## src/rtl/m_cp0.sv

```systemverilog
// m_cp0: MIPS coprocessor 0 in the M stage.
// Merges upstream exception codes, ALU overflow flags and six hardware
// interrupt lines into a single req, and keeps SR / Cause / EPC / PRId.
// Optional feature macro: CP0_EPC_FWD_EN forwards an in-flight mtc0 EPC
// write straight to epc_out so eret can follow it without a stall.
module m_cp0 #(
  parameter logic [31:0] PRID = 32'h0000_2020
) (
  input  logic        clk,
  input  logic        reset,
  input  logic        we,
  input  logic [4:0]  addr,
  input  logic [31:0] wdata,
  input  logic [31:0] pc,
  input  logic        bd,
  input  logic [4:0]  exc_in,
  input  logic        ari_ov,
  input  logic        dm_ov,
  input  logic        is_load,
  input  logic        is_store,
  input  logic        eret,
  input  logic [5:0]  hw_int,
  output logic [31:0] rdata,
  output logic [31:0] epc_out,
  output logic        req
);

  localparam logic [4:0] EXC_NONE = 5'd0;
  localparam logic [4:0] EXC_ADEL = 5'd4;
  localparam logic [4:0] EXC_ADES = 5'd5;
  localparam logic [4:0] EXC_OV   = 5'd12;

  // SR fields
  logic [5:0]  im;
  logic        exl;
  logic        ie;
  // Cause fields
  logic        bd_q;
  logic [5:0]  ip;
  logic [4:0]  exc_code;
  // EPC
  logic [31:0] epc;

  logic [4:0]  code;
  logic        int_req;
  logic        exc_req;
  logic [31:0] epc_next;

  // Exception code priority: upstream stages first, then ALU overflow, then address faults
  always_comb begin
    code = EXC_NONE;
    if (exc_in != EXC_NONE)   code = exc_in;
    else if (ari_ov)          code = EXC_OV;
    else if (dm_ov && is_load)  code = EXC_ADEL;
    else if (dm_ov && is_store) code = EXC_ADES;
  end

  // Request merge; EXL masks everything, live hw_int feeds the interrupt check
  always_comb begin
    int_req  = ie & ~exl & (|(hw_int & im));
    exc_req  = ~exl & (code != EXC_NONE);
    req      = int_req | exc_req;
    epc_next = bd ? (pc - 32'd4) : pc;
    epc_next[1:0] = 2'b00;
  end

  // State update: req beats eret and mtc0; IP samples the lines every cycle
  always_ff @(posedge clk or negedge reset) begin
    if (!reset) begin
      im       <= '0;
      exl      <= 1'b0;
      ie       <= 1'b0;
      bd_q     <= 1'b0;
      ip       <= '0;
      exc_code <= '0;
      epc      <= '0;
    end else begin
      ip <= hw_int;
      if (req) begin
        exl      <= 1'b1;
        exc_code <= int_req ? EXC_NONE : code;
        bd_q     <= bd;
        epc      <= epc_next;
      end else begin
        if (eret) exl <= 1'b0;
        if (we) begin
          if (addr == 5'd12) begin
            im  <= wdata[15:10];
            exl <= wdata[1];
            ie  <= wdata[0];
          end
          if (addr == 5'd14) epc <= {wdata[31:2], 2'b00};
        end
      end
    end
  end

  // mfc0 read mux; unimplemented registers read zero
  always_comb begin
    case (addr)
      5'd12:   rdata = {16'b0, im, 8'b0, exl, ie};
      5'd13:   rdata = {bd_q, 15'b0, ip, 3'b0, exc_code, 2'b0};
      5'd14:   rdata = epc;
      5'd15:   rdata = PRID;
      default: rdata = 32'b0;
    endcase
  end

`ifdef CP0_EPC_FWD_EN
  // Bypass a same-cycle mtc0 EPC so a back-to-back eret sees the new target
  always_comb begin
    epc_out = ((we == 1'b1) && (addr == 5'd14)) ? {wdata[31:2], 2'b00} : epc;
  end
`else
  // Registered EPC only; eret must trail an EPC write by one cycle
  always_comb begin
    epc_out = epc;
  end
`endif

endmodule

```

## config.mk

```make
export PLATFORM = sky130hd
export DESIGN_NAME = m_cp0
export DESIGN_NICKNAME = d
export VERILOG_FILES = /design/src/rtl/m_cp0.sv
export SDC_FILE = /design/constraint.sdc
export NUM_CORES = 1
export LEC_CHECK = 0
export CELL_PAD_IN_SITES_DETAIL_PLACEMENT = 1
export CELL_PAD_IN_SITES_GLOBAL_PLACEMENT = 2
export CORE_ASPECT_RATIO = 1.4
export CORE_MARGIN = 2
export CORE_UTILIZATION = 24
export DETAILED_ROUTE_END_ITERATION = 6
export PLACE_DENSITY = 0.92
export SYNTH_ARGS = -nofsm -noshare
export SYNTH_HDL_FRONTEND = slang
export SYNTH_SLANG_ARGS = --single-unit
```

## constraint.sdc

```tcl
create_clock -name clk -period 2.35 [get_ports clk]
set_input_delay 0.235 -clock clk [delete_from_list [all_inputs] [get_ports clk]]
set_output_delay 0.235 -clock clk [all_outputs]
set_load 0.03 [all_outputs]
```

# Yosys cells after proc, flatten, opt, wreduce, memory -nomap -nowiden
# Index checks and enable logic that the tools add are counted.
[word_totals]
latchBits = 0
elab_cells = 42
register_bits = 52
rom_bits = 0
n_memories = 0
ramBits = 0
inputBits = 89
out_inout_bits = 65
[classes]
n_bitwise = 7
n_eq_ne = 4
div = 0
shift = 0
addsub = 1
multipliers = 0
n_lt_le_gt_ge = 0
n_mux = 14
n_reduce_logical = 9
[ops]
columns = ["operator", "count"]
rows = [
  ["32-bit two-way mux", 4],
  ["32-bit case mux with 4 select lines", 1],
  ["32-bit by 3-bit subtractor with 32-bit output, second input constant", 1],
  ["5-bit by 4-bit == test with 1-bit output, second input constant", 4],
  ["5-bit two-way mux", 2],
  ["5-bit nonzero test", 2],
  ["6-bit bitwise AND", 1],
  ["3-bit two-way mux", 2],
  ["6-bit OR reduction", 1],
  ["1-bit two-way mux", 4],
  ["4-bit two-way mux", 1],
  ["2-bit nonzero test", 2],
  ["1-bit bitwise AND", 3],
  ["3-bit AND reduction", 1],
  ["1-bit logical AND", 2],
  ["1-bit inverter", 2],
  ["2-bit AND reduction", 1],
  ["1-bit OR", 1],
]

# Logic depth before layout (Yosys ltp)
[logic_depth]
word_depth = 10
mapped_depth = 8
mapped_depth_nobuf = 6

# Worst setup path before layout
# No wires, ideal clock.
[synth_path]
path_type = "input port to output port"
startpoint = "input port addr[0]"
endpoint = "output port rdata[11]"
stages = 5
arrival_ns = 1.948
t_required_ns = 2.115
path_slack_ns = 0.167
path_buffers = 2
path_cell_list = "nor4bb_1 clkbuf_1 clkbuf_1 a22oi_1 o21ai_0"
[synth_between]
elab_chain_len = 2
word_cells_on_any_way = 5
cone_classes = "eq/ne: 4; mux: 1"
[synth_lines]
columns = ["item", "line", "text"]
rows = [
  ["from (decl)", "12", "input logic [4:0] addr,"],
  ["5-bit by 4-bit == test with 1-bit output", "100", "case (addr)"],
  ["32-bit case mux with 4 select lines *", "100", ""],
  ["to (decl)", "23", "output logic [31:0] rdata,"],
]
# Every way passes the cells marked *; elsewhere a longest branch is shown, timed or not.

# Worst setup path after layout
[layout_path]
startpoint = "input port is_store"
endpoint = "output port req"
[layout_between]
elab_chain_len = 8
[layout_lines]
columns = ["item", "line", "text"]
rows = [
  ["from (decl)", "20", "input logic is_store,"],
  ["1-bit logical AND", "55", "else if (dm_ov && is_store) code = EXC_ADES;"],
  ["3-bit two-way mux", "55", ""],
  ["3-bit two-way mux", "54", "else if (dm_ov && is_load) code = EXC_ADEL;"],
  ["4-bit two-way mux", "53", "else if (ari_ov) code = EXC_OV;"],
  ["5-bit two-way mux", "52", "if (exc_in != EXC_NONE) code = exc_in;"],
  ["5-bit nonzero test", "61", "exc_req = ~exl & (code != EXC_NONE);"],
  ["1-bit bitwise AND", "61", ""],
  ["1-bit OR", "62", "req = int_req | exc_req;"],
  ["to (decl)", "25", "output logic req"],
]
# No other way between the ends.

==> results.json <==
{
  "layout_setup_ws_ns": 0.0909,
  "synth_top_area_cell": "sky130_fd_sc_hd__dfrtp_1",
  "floorplan.initialDensity": 0.243,
  "cp_num_cells": 6,
  "status": "completed",
  "yosys_most_used_dff": "sky130_fd_sc_hd__dfrtp_1",
  "clk_transition_reported_paths_ns": 0.07,
  "worst-endpoint-arrival_ns": 2.02,
  "cts_resized": 0,
  "synth.lib_cells_used.distinct": 49,
  "syn_avg_cell_area_um2": 9.55,
  "drt.antenna.violating_nets": 0,
  "drt-total-wl_mm": 14.2,
  "rsz0062_at_grt": "false",
  "critPathBufInv": 3,
  "multi_input_gate_area_mm2": 0.00210,
  "pre_cts_ws_ns": -0.160,
  "total_number_of_h_tree_levels": 2,
  "worst_ir_drop_vdd_mv": 0.334,
  "number_of_global_route_vias_before_repair": 4036,
  "firstDrtPassIters": 4,
  "synth_edf_count": 0,
  "filler_cell_count": 1634,
  "synth_top_cells_by_area": "sky130_fd_sc_hd__dfrtp_1 (36%), sky130_fd_sc_hd__mux2i_1 (8.6%), sky130_fd_sc_hd__o31ai_1 (4.3%)",
  "category_of_the_worst_setup_path_launch_point": "primary input",
  "worst_pin_slew_ns": 0.524,
  "detailedPlacementHpwl_mm": 11.5,
  "wl_per_cell_um": 19.6,
  "placer_s_final_routability_congestion_estimate": 0.868,
  "critical_path.top_delay_family": "buffers and inverters",
  "timing.critical_path.cells": "clkdlybuf4s50_1 > o21ai_0 > a41oi_1 > or2_2 > buf_12 > buf_4",
  "yosys_register_bits": 50,
  "worst_r2r_path_depth": 6,
  "critPathMaxFanout": 18,
  "cellPowerDensity_mw_per_mm2": 910,
  "synth.most_common_cell": "sky130_fd_sc_hd__dfrtp_1",
  "die_width_um": 106,
  "grt_overflow": 0,
  "cts_max_path_buffers": 2,
  "yosysSeqAreaShare": 0.358,
  "area.sequential_mm2": 0.00125,
  "drc": 0,
  "finish.net_count": 623,
  "clock_sinks": 50,
  "core.rowCount": 52,
  "min_path_type": "in2async",
  "dp.cells": 715,
  "yosysWarnings": 0,
  "synth.top_cell.area_share": 0.358,
  "avgViaCountPerCell": 5.17,
  "report.power.total_uw": 5050,
  "grt_first_pass_wirelength_mm": 22.3,
  "boundaryPins": 154,
  "total_leakage_power_uw": 0.00227,
  "syn_area_mm2": 0.00350,
  "clk-insertion-delay-late_ns": 0.30,
  "vias": 3742,
  "final_core_util": 0.386,
  "timing.critical_path.to_type": "output pin",
  "synth-async-reset-ratio": 1.00,
  "grt.total_usage": 0.183,
  "finClkSkew_ns": 0.00362,
  "share_of_the_cycle_needed_by_the_critical_path_after_routing": 0.961,
  "report.final.hold_viol_count": 0,
  "timing.max_cap.violations": 0,
  "report.final.slew_viol_count": 0,
  "worst_path_required_time_ns": 2.12,
  "maximum_number_of_pins_on_one_net_before_global_route_repair": 53,
  "maxSlewHeadroom": 0.647,
  "cpPeakStageDelay_ns": 0.42,
  "postCtsSetupRepairBufs": 0,
  "synth.top_cells.by_count": "sky130_fd_sc_hd__dfrtp_1 (50), sky130_fd_sc_hd__mux2i_1 (30), sky130_fd_sc_hd__clkbuf_1 (24)",
  "report.final.setup_viol": 0,
  "cts_made_buffers": 5,
  "post_route_cells_drive_above_1_share": 0.210,
  "finalHoldWorstSlack_ns": 0.350,
  "fp.dieArea_mm2": 0.0156,
  "antenna_found_initial": 1,
  "place.port_buffers": 149,
  "die_height_um": 147,
  "netlist_instances": 366,
  "max_freq_ghz": 0.443,
  "core_mm2": 0.0144,
  "critical_path.slowest_cell": "sky130_fd_sc_hd__clkdlybuf4s50_1",
  "drtIter0Drc": 144,
  "finish.cell_count_without_fillers": 724,
  "worst-setup-path-type": "in2out",
  "root_buffer": "sky130_fd_sc_hd__clkbuf_16",
  "tritoncts": "done",
  "syn_to_final_growth_pct": 58.7,
  "fin_crit_ns": 2.26
}
-- per-stage QoR --
stage	setup TNS [ns]	instance area (um2)
global placement	-0.00870	5380
finish	0	5550
CTS	0	5550
detailed placement	-0.641	5380
global route	0	5550
floorplan	0	3500
-- where the power goes --
part	total, uW	switching [uW]	internal [uW]
Combinational	2640	1380	1250
Clock	848	343	505
Sequential	1570	346	1220
Total	5050	2070	2980
-- metal layers --
metal,share of wire,up-vias,track usage
li1,-,1753,-
met1,0.38,1854,0.203
met2,0.54,101,0.335
met3,0.046,34,0.0355
met4,0.041,0,0.0842
met5,0,-,0
-- layout make-up --
cell class | instances | share of cell area
clock inverters | 3 | 0.00789
flip-flops and latches | 50 | 0.225
inverters | 7 | 0.00474
diodes | 1 | 0.000451
well taps | 189 | 0.0426
multi-input cells | 279 | 0.378
clock buffers | 5 | 0.0225
repair buffers | 190 | 0.318
-- flip-flops by register name (all words and copies together), names as in the netlist --
| signal | flops |
|---|---|
| bd_q | 1 |
| epc_out | 30 |
| exc_code | 5 |
| exl | 1 |
| ie | 1 |
| im | 6 |
| ip | 6 |
-- path summary, 6_finish.rpt --
path	startpoint	end	slack, ns
min	reset	epc_out[15]	0.35
max	is_store	req	0.09
max in group asynchronous	reset	epc_out[21]	1.34
max reg2reg	im[0]	im[1]	0.44
min reg2reg	bd_q	bd_q	0.52
min in group clk	hw_int[1]	ip[1]	0.41
-- cells by family (layout without fill, tap and decap cells) --
kind of cell | Yosys count | count (layout) | share of synthesized area
other | 1 | 3 | 0.00107
adder cells (fa/ha/maj) | 1 | 1 | 0.00358
AO/OA/AOI/OAI | 79 | 79 | 0.147
AND/OR/NAND/NOR | 141 | 141 | 0.281
flip-flops | 50 | 50 | 0.358
XOR/XNOR | 14 | 14 | 0.0351
multiplexers | 42 | 42 | 0.125
buffers and inverters | 38 | 205 | 0.0497
-- cells in the final DEF (no fill, tap or decap), types with 3 or more instances in the layout --
master and count:
sky130_fd_sc_hd__o21ai_0 21, sky130_fd_sc_hd__nand4_1 20, sky130_fd_sc_hd__nor3_1 8, sky130_fd_sc_hd__nand3_1 10
sky130_fd_sc_hd__mux2i_1 30, sky130_fd_sc_hd__xnor2_1 5, sky130_fd_sc_hd__buf_4 68, sky130_fd_sc_hd__nor2_1 12
sky130_fd_sc_hd__or4_1 7, sky130_fd_sc_hd__nor4_1 3, sky130_fd_sc_hd__dfrtp_1 50, sky130_fd_sc_hd__xor2_1 9
sky130_fd_sc_hd__or3_1 12, sky130_fd_sc_hd__nor4bb_1 7, sky130_fd_sc_hd__a31oi_1 19, sky130_fd_sc_hd__clkdlybuf4s50_1 116
sky130_fd_sc_hd__a22oi_1 9, sky130_fd_sc_hd__inv_1 5, sky130_fd_sc_hd__buf_12 4, sky130_fd_sc_hd__nand2_1 14
sky130_fd_sc_hd__clkbuf_16 5, sky130_fd_sc_hd__and4bb_2 10, sky130_fd_sc_hd__mux2_2 12, sky130_fd_sc_hd__and3_1 19
sky130_fd_sc_hd__a21oi_1 4, sky130_fd_sc_hd__o31ai_1 20
-- timing repair --
action	in CTS	in global routing
endpoints found under the hold margin	10	0
setup endpoints to repair	0	1
hold buffers	1	0
No activity file was read; power rests on OpenSTA's default activity.
